$ cat src/rtl/corefifo_sync_pkg.sv
// Shared helpers and limits for the multi-channel pointer synchroniser.
package corefifo_sync_pkg;

    localparam int MAX_STAGES = 4;
    localparam int MAX_STABLE = 15;

    // Gray to binary on a zero-extended word: each binary bit is the XOR of
    // the Gray bit at that position and every bit above it.
    function automatic logic [31:0] gray2bin(input logic [31:0] g);
        logic [31:0] b;
        b[31] = g[31];
        for (int i = 30; i >= 0; i--) begin
            b[i] = b[i+1] ^ g[i];
        end
        return b;
    endfunction

    // Number of set bits in a word.
    function automatic int popcount(input logic [31:0] v);
        int n;
        n = 0;
        for (int i = 0; i < 32; i++) begin
            n += int'(v[i]);
        end
        return n;
    endfunction

endpackage

$ cat src/rtl/corefifo_sync_chan.sv
// One channel: synchroniser chain, stability filter and Gray error check.
module corefifo_sync_chan
    import corefifo_sync_pkg::*;
#(
    parameter int W           = 4,
    parameter int NUM_STAGES  = 2,
    parameter int DECODE_GRAY = 1,
    parameter int STABLE_CNT  = 0
) (
    input  logic         clk,
    input  logic         arstn,
    input  logic         srstn,
    input  logic [W-1:0] inp,
    input  logic         err_clr,
    output logic [W-1:0] sync_out,
    output logic [W-1:0] bin_out,
    output logic         upd,
    output logic         gray_err,
    output logic         err_sticky
);

    localparam logic [3:0] STABLE_K = 4'(STABLE_CNT);

    logic [W-1:0] stage_reg [NUM_STAGES];
    logic [W-1:0] sync_raw;
    logic [W-1:0] h_reg;
    logic [W-1:0] sync_out_reg;
    logic [W-1:0] load_val;
    logic [3:0]   cnt_reg;
    logic         load;
    logic         upd_reg;
    logic         gray_err_reg;
    logic         err_sticky_reg;
    logic         err_now;

    assign sync_raw = stage_reg[NUM_STAGES-1];

    // First synchroniser flop samples the asynchronous pointer.
    always_ff @(posedge clk or negedge arstn) begin
        if (!arstn)      stage_reg[0] <= '0;
        else if (!srstn) stage_reg[0] <= '0;
        else             stage_reg[0] <= inp;
    end

    genvar gi;
    generate
        for (gi = 1; gi < NUM_STAGES; gi++) begin : g_stage
            // Remaining flops of the chain shift the sample along.
            always_ff @(posedge clk or negedge arstn) begin
                if (!arstn)      stage_reg[gi] <= '0;
                else if (!srstn) stage_reg[gi] <= '0;
                else             stage_reg[gi] <= stage_reg[gi-1];
            end
        end
    endgenerate

    // Output loads every edge when unfiltered, otherwise only once the
    // history register has matched the chain output for STABLE_CNT edges.
    always_comb begin
        load     = 1'b1;
        load_val = sync_raw;
        if (STABLE_CNT != 0) begin
            load     = (cnt_reg == STABLE_K);
            load_val = h_reg;
        end
    end

    // More than one bit flipping between consecutive samples cannot be a
    // legal Gray step; raw data skips the check entirely.
    generate
        if (DECODE_GRAY != 0) begin : g_chk
            assign err_now = (popcount(32'(sync_raw ^ h_reg)) > 1);
            assign bin_out = W'(gray2bin(32'(sync_out_reg)));
        end else begin : g_raw
            assign err_now = 1'b0;
            assign bin_out = sync_out_reg;
        end
    endgenerate

    // History, stability counter, filtered output and status flags.
    always_ff @(posedge clk or negedge arstn) begin
        if (!arstn) begin
            h_reg          <= '0;
            cnt_reg        <= '0;
            sync_out_reg   <= '0;
            upd_reg        <= 1'b0;
            gray_err_reg   <= 1'b0;
            err_sticky_reg <= 1'b0;
        end else if (!srstn) begin
            h_reg          <= '0;
            cnt_reg        <= '0;
            sync_out_reg   <= '0;
            upd_reg        <= 1'b0;
            gray_err_reg   <= 1'b0;
            err_sticky_reg <= 1'b0;
        end else begin
            h_reg <= sync_raw;
            if (sync_raw != h_reg)      cnt_reg <= '0;
            else if (cnt_reg < STABLE_K) cnt_reg <= cnt_reg + 4'd1;
            if (load) sync_out_reg <= load_val;
            upd_reg      <= load && (load_val != sync_out_reg);
            gray_err_reg <= err_now;
            if (err_now)      err_sticky_reg <= 1'b1;
            else if (err_clr) err_sticky_reg <= 1'b0;
        end
    end

    assign sync_out   = sync_out_reg;
    assign upd        = upd_reg;
    assign gray_err   = gray_err_reg;
    assign err_sticky = err_sticky_reg;

endmodule

$ cat src/rtl/corefifo_ptr_sync_multi.sv
// Bank of independent pointer synchronisers, one per channel.
module corefifo_ptr_sync_multi
    import corefifo_sync_pkg::*;
#(
    parameter int NUM_CH      = 1,
    parameter int ADDRWIDTH   = 3,
    parameter int NUM_STAGES  = 2,
    parameter int DECODE_GRAY = 1,
    parameter int STABLE_CNT  = 0
) (
    input  logic                            clk,
    input  logic                            arstn,
    input  logic                            srstn,
    input  logic [NUM_CH*(ADDRWIDTH+1)-1:0] inp,
    input  logic [NUM_CH-1:0]               err_clr,
    output logic [NUM_CH*(ADDRWIDTH+1)-1:0] sync_out,
    output logic [NUM_CH*(ADDRWIDTH+1)-1:0] bin_out,
    output logic [NUM_CH-1:0]               upd,
    output logic [NUM_CH-1:0]               gray_err,
    output logic [NUM_CH-1:0]               err_sticky
);

    localparam int W = ADDRWIDTH + 1;

    genvar gi;
    generate
        for (gi = 0; gi < NUM_CH; gi++) begin : g_ch
            corefifo_sync_chan #(
                .W           (W),
                .NUM_STAGES  (NUM_STAGES),
                .DECODE_GRAY (DECODE_GRAY),
                .STABLE_CNT  (STABLE_CNT)
            ) u_chan (
                .clk        (clk),
                .arstn      (arstn),
                .srstn      (srstn),
                .inp        (inp[gi*W +: W]),
                .err_clr    (err_clr[gi]),
                .sync_out   (sync_out[gi*W +: W]),
                .bin_out    (bin_out[gi*W +: W]),
                .upd        (upd[gi]),
                .gray_err   (gray_err[gi]),
                .err_sticky (err_sticky[gi])
            );
        end
    endgenerate

endmodule

$ cat config.mk
export PLATFORM = sky130hd
export DESIGN_NAME = corefifo_ptr_sync_multi
export DESIGN_NICKNAME = d
export VERILOG_FILES = /design/src/rtl/corefifo_sync_pkg.sv /design/src/rtl/corefifo_sync_chan.sv /design/src/rtl/corefifo_ptr_sync_multi.sv
export SDC_FILE = /design/constraint.sdc
export NUM_CORES = 1
export LEC_CHECK = 0
export ABC_AREA = 1
export ABC_CLOCK_PERIOD_IN_PS = 3700
export CORE_ASPECT_RATIO = 0.8
export CORE_MARGIN = 3
export CORE_UTILIZATION = 36
export CTS_CLUSTER_SIZE = 25
export DETAILED_ROUTE_END_ITERATION = 16
export SLEW_MARGIN = 25
export SYNTH_ARGS = -nofsm -noshare
export SYNTH_HDL_FRONTEND = slang
export SYNTH_SLANG_ARGS = --single-unit
$ cat constraint.sdc
create_clock -name clk -period 3.7 [get_ports clk]
set_input_delay 0.555 -clock clk [delete_from_list [all_inputs] [get_ports clk]]
set_output_delay 0.555 -clock clk [all_outputs]
set_load 0.01 [all_outputs]
Yosys cells after proc, flatten, opt, wreduce, memory -nomap -nowiden
Index checks and enable logic that the tools add are counted.
- output and inout bits: 11
- input bits: 8
- register bits after elaboration: 15
- magnitude comparators: 1
- add/sub/neg operators: 31
- mux-type cells: 8
- eq/ne operators: 2
- bitwise logic cells: 4
- operators with widths (kind ; number):
    $add 32x2->32 const B ; 28
    $add 32x2->32 ; 2
    $gt 32x2->1 const B ; 1
    $mux 4 ; 3
    $mux 1 ; 5
    $ne 4x4->1 ; 1
    $xor 4x4->4 ; 1
    $ne 3x1->1 const B ; 1
    $xor 1x1->1 ; 3
    $add 1x1->2 ; 1

Depth between registers and ports, before layout
- depth in word-level cells: 35
- mapped depth: 8
- depth with buffers taken out: 8

Worst setup path before layout
OpenSTA, ideal clock, no wires.
- path kind: register to register
- start: register g_ch[0].u_chan.h_reg[0]
- end: register g_ch[0].u_chan.err_sticky_reg
- arrival time: 1.447 ns
- clock period less this slack: 1.565 ns
- setup time: 0.118 ns
- stages on the path, launching flop included: 9
- slack: 2.135 ns
- data required time: 3.582 ns
- cell sequence: dfrtp_1 xor2_1 inv_1 ha_1 ha_1 nand3_1 nand2_1 nand2_1 nand2_1
- word-level cells in the longest chain between the ends: 35
- ends and longest elaborated chain (element ; RTL line ; source):
    start: declaration ; corefifo_sync_chan.sv:26 ; logic [W-1:0] h_reg;
    start signal: assignment ; corefifo_sync_chan.sv:97 ; h_reg <= sync_raw;
    $xor 4x4->4 (*) ; corefifo_sync_chan.sv:72 ; assign err_now = (popcount(32'(sync_raw ^ h_reg)) > 1);
    $add 1x1->2 (*) ; corefifo_sync_pkg.sv:23 ; n += int'(v[i]);
    $add 32x2->32 (*) (30 in series) ; corefifo_sync_pkg.sv:23 ;
    $gt 32x2->1 (*) ; corefifo_sync_chan.sv:72 ;
    $mux 1 ; corefifo_sync_chan.sv:103 ; if (err_now) err_sticky_reg <= 1'b1;
    $mux 1 ; corefifo_sync_chan.sv:89 ; end else if (!srstn) begin
    end signal: assignment ; corefifo_sync_chan.sv:88 ; err_sticky_reg <= 1'b0;
    end signal: assignment ; corefifo_sync_chan.sv:103 ;
    end signal: assignment ; corefifo_sync_chan.sv:104 ; else if (err_clr) err_sticky_reg <= 1'b0;
    end: declaration ; corefifo_sync_chan.sv:33 ; logic err_sticky_reg;
Every way passes the cells marked *; elsewhere a longest branch is shown, timed or not.
A chain may end at the register's enable or synchronous reset.

==> out/results.tsv <==
stage	metric	value	unit
logic_synthesis	Distinct cells, synth	15	
clock_network	H-Tree Depth	1	
sta	RSZ-0062 raised after global routing	false	
global_routing	vias in the first global route	432	
cells_and_area	Reg area	375	um2
min_path	Hold/Removal Path Class	reg2reg	
job	max-cap violation count	0	
detailed_routing	Via-to-Cell Ratio	4.09	
logic_synthesis	Seq/Total Area, Yosys	54.2	%
global_routing	largest net degree at the start of global routing	16	
cells_and_area	P&R area growth vs syn	32.5	%
detailed_routing	post-route ant nets	0	
clock_network	number of gates resized after cts	0	
global_routing	Global Route Usage Sum	10.9	%
logic_synthesis	Post-synth EDFFs	0	
clock_network	CTS tree	built	
power	Cell Pwr Density	348	nW/um2
logic_synthesis	YS warnings	0	
sta	Tmin final	2230	ps
clock_network	TritonCTS buffer count	3	
setup_path	Crit-path slowest cell	clkdlybuf4s50_1	
placed_design	dpl ws	1770	ps
die	Die X	55.1	um
logic_synthesis	top_reg_cell synth	dfrtp_1	
setup_path	Critical Path RT	3140	ps
sta	Max-slew headroom	56.6	%
setup_path	Max FO, Critical Path	6	
clock_network	CTS sink cnt	15	
sta	worst slew pin tran	648	ps
logic_synthesis	cell with the most instances after synthesis	nand2_1	
run_status	outcome	complete, no violations	
die	Die ar.	2490	um2
clock_network	Skew-Pair Late Insertion Delay	290	ps
logic_synthesis	top cells by area, synth	dfrtp_1, nand2_1, inv_1	
cells_and_area	fillers	176	
detailed_routing	wire length per cell	8.44	um
setup_path	r2r setup slk	2070	ps
sta	max-slew violations	0	
logic_synthesis	Post-Syn Nets	93	
logic_synthesis	Post-synth top cells	nand2_1, inv_1, dfrtp_1	
power	Lkg Pwr	0.557	nW
detailed_routing	First DRT Iteration DRCs	4	
setup_path	crit-path max cell delay	520	ps
detailed_routing	final WL	1050	um
sta	Fin Clk Skew	5.05	ps
sta	period utilisation layout	60.3	%
logic_synthesis	synthesized area per cell	8.45	um2
clock_network	cts-stage hold buffer count	0	
setup_path	CP Cell Sequence	inv_1 > nand2_1 > nand3_2 > nand2_2 > nand2_1 > nand2_1 > clkdlybuf4s50_1	
logic_synthesis	top cell type's share of synthesized area	54.2	%
logic_synthesis	post-synth top area cell	dfrtp_1	
clock_network	clk buf depth	2	
detailed_routing	via count	507	
logic_synthesis	Mapped Area	693	um2
sta	Post-Route Setup TNS	0	ps
power	worst vdd ir	0.000189	V
die	num ports	19	
clock_network	CTS clk-pin slew, worst paths	100	ps
placed_design	Routability Congestion	0.779	
detailed_routing	1st-pass router iterations	2	
sta	Setup WS post-layout	1470	ps
global_routing	global-route wire length before repair	1890	um
sta	FMAX	448	MHz
setup_path	Worst Setup End Kind	output port	
setup_path	Startpoint Class	flop	
logic_synthesis	synthesized flop and latch total	15	
setup_path	crit-path most repeated cell	nand2_1	
placed_design	dpl hpwl	793	um
sta	endpoints failing hold	0	
cells_and_area	area of the multi-input gates	219	um2
cells_and_area	layout cell share with drive strength beyond 1	7.84	%
logic_synthesis	Mapped Cells	82	
die	DIE HEIGHT	45.2	um
setup_path	WS Path Type	reg2out	
setup_path	Critical Path AT	1680	ps
placed_design	IO Port Bufs	18	
cells_and_area	Final #Nets	114	
clock_network	setup repair bufs after CTS	0	
global_routing	GRT overflow	0	
logic_synthesis	Synth async-reset ratio	100	%
die	Core Area	1720	um2
cells_and_area	antenna diode count	0	
global_routing	initial antenna violation count	0	
clock_network	clk root buf	clkbuf_4	
die	starting density of the core	40.2	%
detailed_routing	DRC errors left	0	
sta	Setup-failing EPs final	0	
die	std cell rows	13	
-- worst paths after layout --
path / from / end / depth (start not counted)
setup / recovery: g_ch[0].u_chan.h_reg[3] / bin_out[0] / 7
hold / removal: g_ch[0].u_chan.stage_reg[7] / g_ch[0].u_chan.load_val[3] / 2
setup reg to reg: g_ch[0].u_chan.h_reg[0] / g_ch[0].u_chan.err_sticky / 8
hold reg to reg: g_ch[0].u_chan.stage_reg[7] / g_ch[0].u_chan.load_val[3] / 2
max in group asynchronous: arstn / g_ch[0].u_chan.h_reg[0] / 1
min in group asynchronous: arstn / g_ch[0].u_chan.stage_reg[7] / 1
-- per-stage QoR --
| step | cell area (um2) | utilization, % | hold slack (ps) | std cells | total power, W |
|---|---|---|---|---|---|
| 2_1_floorplan | 693 | - | 259 | 82 | 0.000200 |
| 3_3_place_gp | 888 | 51.5 | 414 | 120 | 0.000226 |
| 3_5_place_dp | 888 | 51.5 | 419 | 120 | 0.000226 |
| 4_1_cts | 918 | 53.3 | 443 | 124 | 0.000325 |
| 5_1_grt | 918 | 53.3 | 480 | 124 | 0.000341 |
| 6_report | 918 | 53.3 | 441 | 124 | 0.000320 |
-- power by group --
part	switching (W)	internal, W	leakage (nW)	total, W
Combinational	0.0000218	0.0000249	0.343	0.0000467
Sequential	0.00000388	0.000171	0.200	0.000175
Clock	0.0000569	0.0000411	0.0139	0.0000980
Total	0.0000825	0.000237	0.557	0.000320
-- critical path: cells and delay by family (launching register included) --
kind | cells | cell delay [ps]
and+or+nand+nor | 5 | 340
DFF | 1 | 430
buffers and inverters | 2 | 620
-- kinds of logic after synthesis --
logic type / count (synthesis) / synth area share (%)
XOR/XNOR: 2 / 2.53
AND/OR/NAND/NOR: 36 / 22.6
AO/OA/AOI/OAI: 1 / 1.08
buffers and inverters: 25 / 14.3
flip-flops: 15 / 54.2
adder cells (fa/ha/maj): 3 / 5.42
-- per-layer routing --
metal | GRT usage (%) | up-vias | routed length (um)
li1 | - | 272 | -
met1 | 15.0 | 217 | 513
met2 | 14.9 | 16 | 437
met3 | 4.95 | 2 | 90
met4 | 4.37 | 0 | 6
met5 | 0 | - | 0
-- layout by cell type (no fill, tap or decap) --
cell / instances
xnor2_1: 1
nand3_1: 2
a21boi_0: 1
clkdlybuf4s50_1: 18
dfrtp_1: 15
nand2_1: 28
clkinvlp_4: 1
nand3b_1: 1
inv_1: 22
nor2_1: 2
inv_2: 1
ha_1: 3
nand3_2: 2
nand2_2: 1
xor2_1: 1
clkbuf_4: 3
-- final cells by class --
class                           instances  area share (%)
Timing Repair Buffer                   18            19.6
Inverter                               23            9.40
Sequential cell                        15            40.9
Clock inverter                          1           0.817
Multi-Input combinational cell         42            23.8
Clock buffer                            3            2.45
Tap cell                               22            3.00
(Power assumes the default switching activity.)
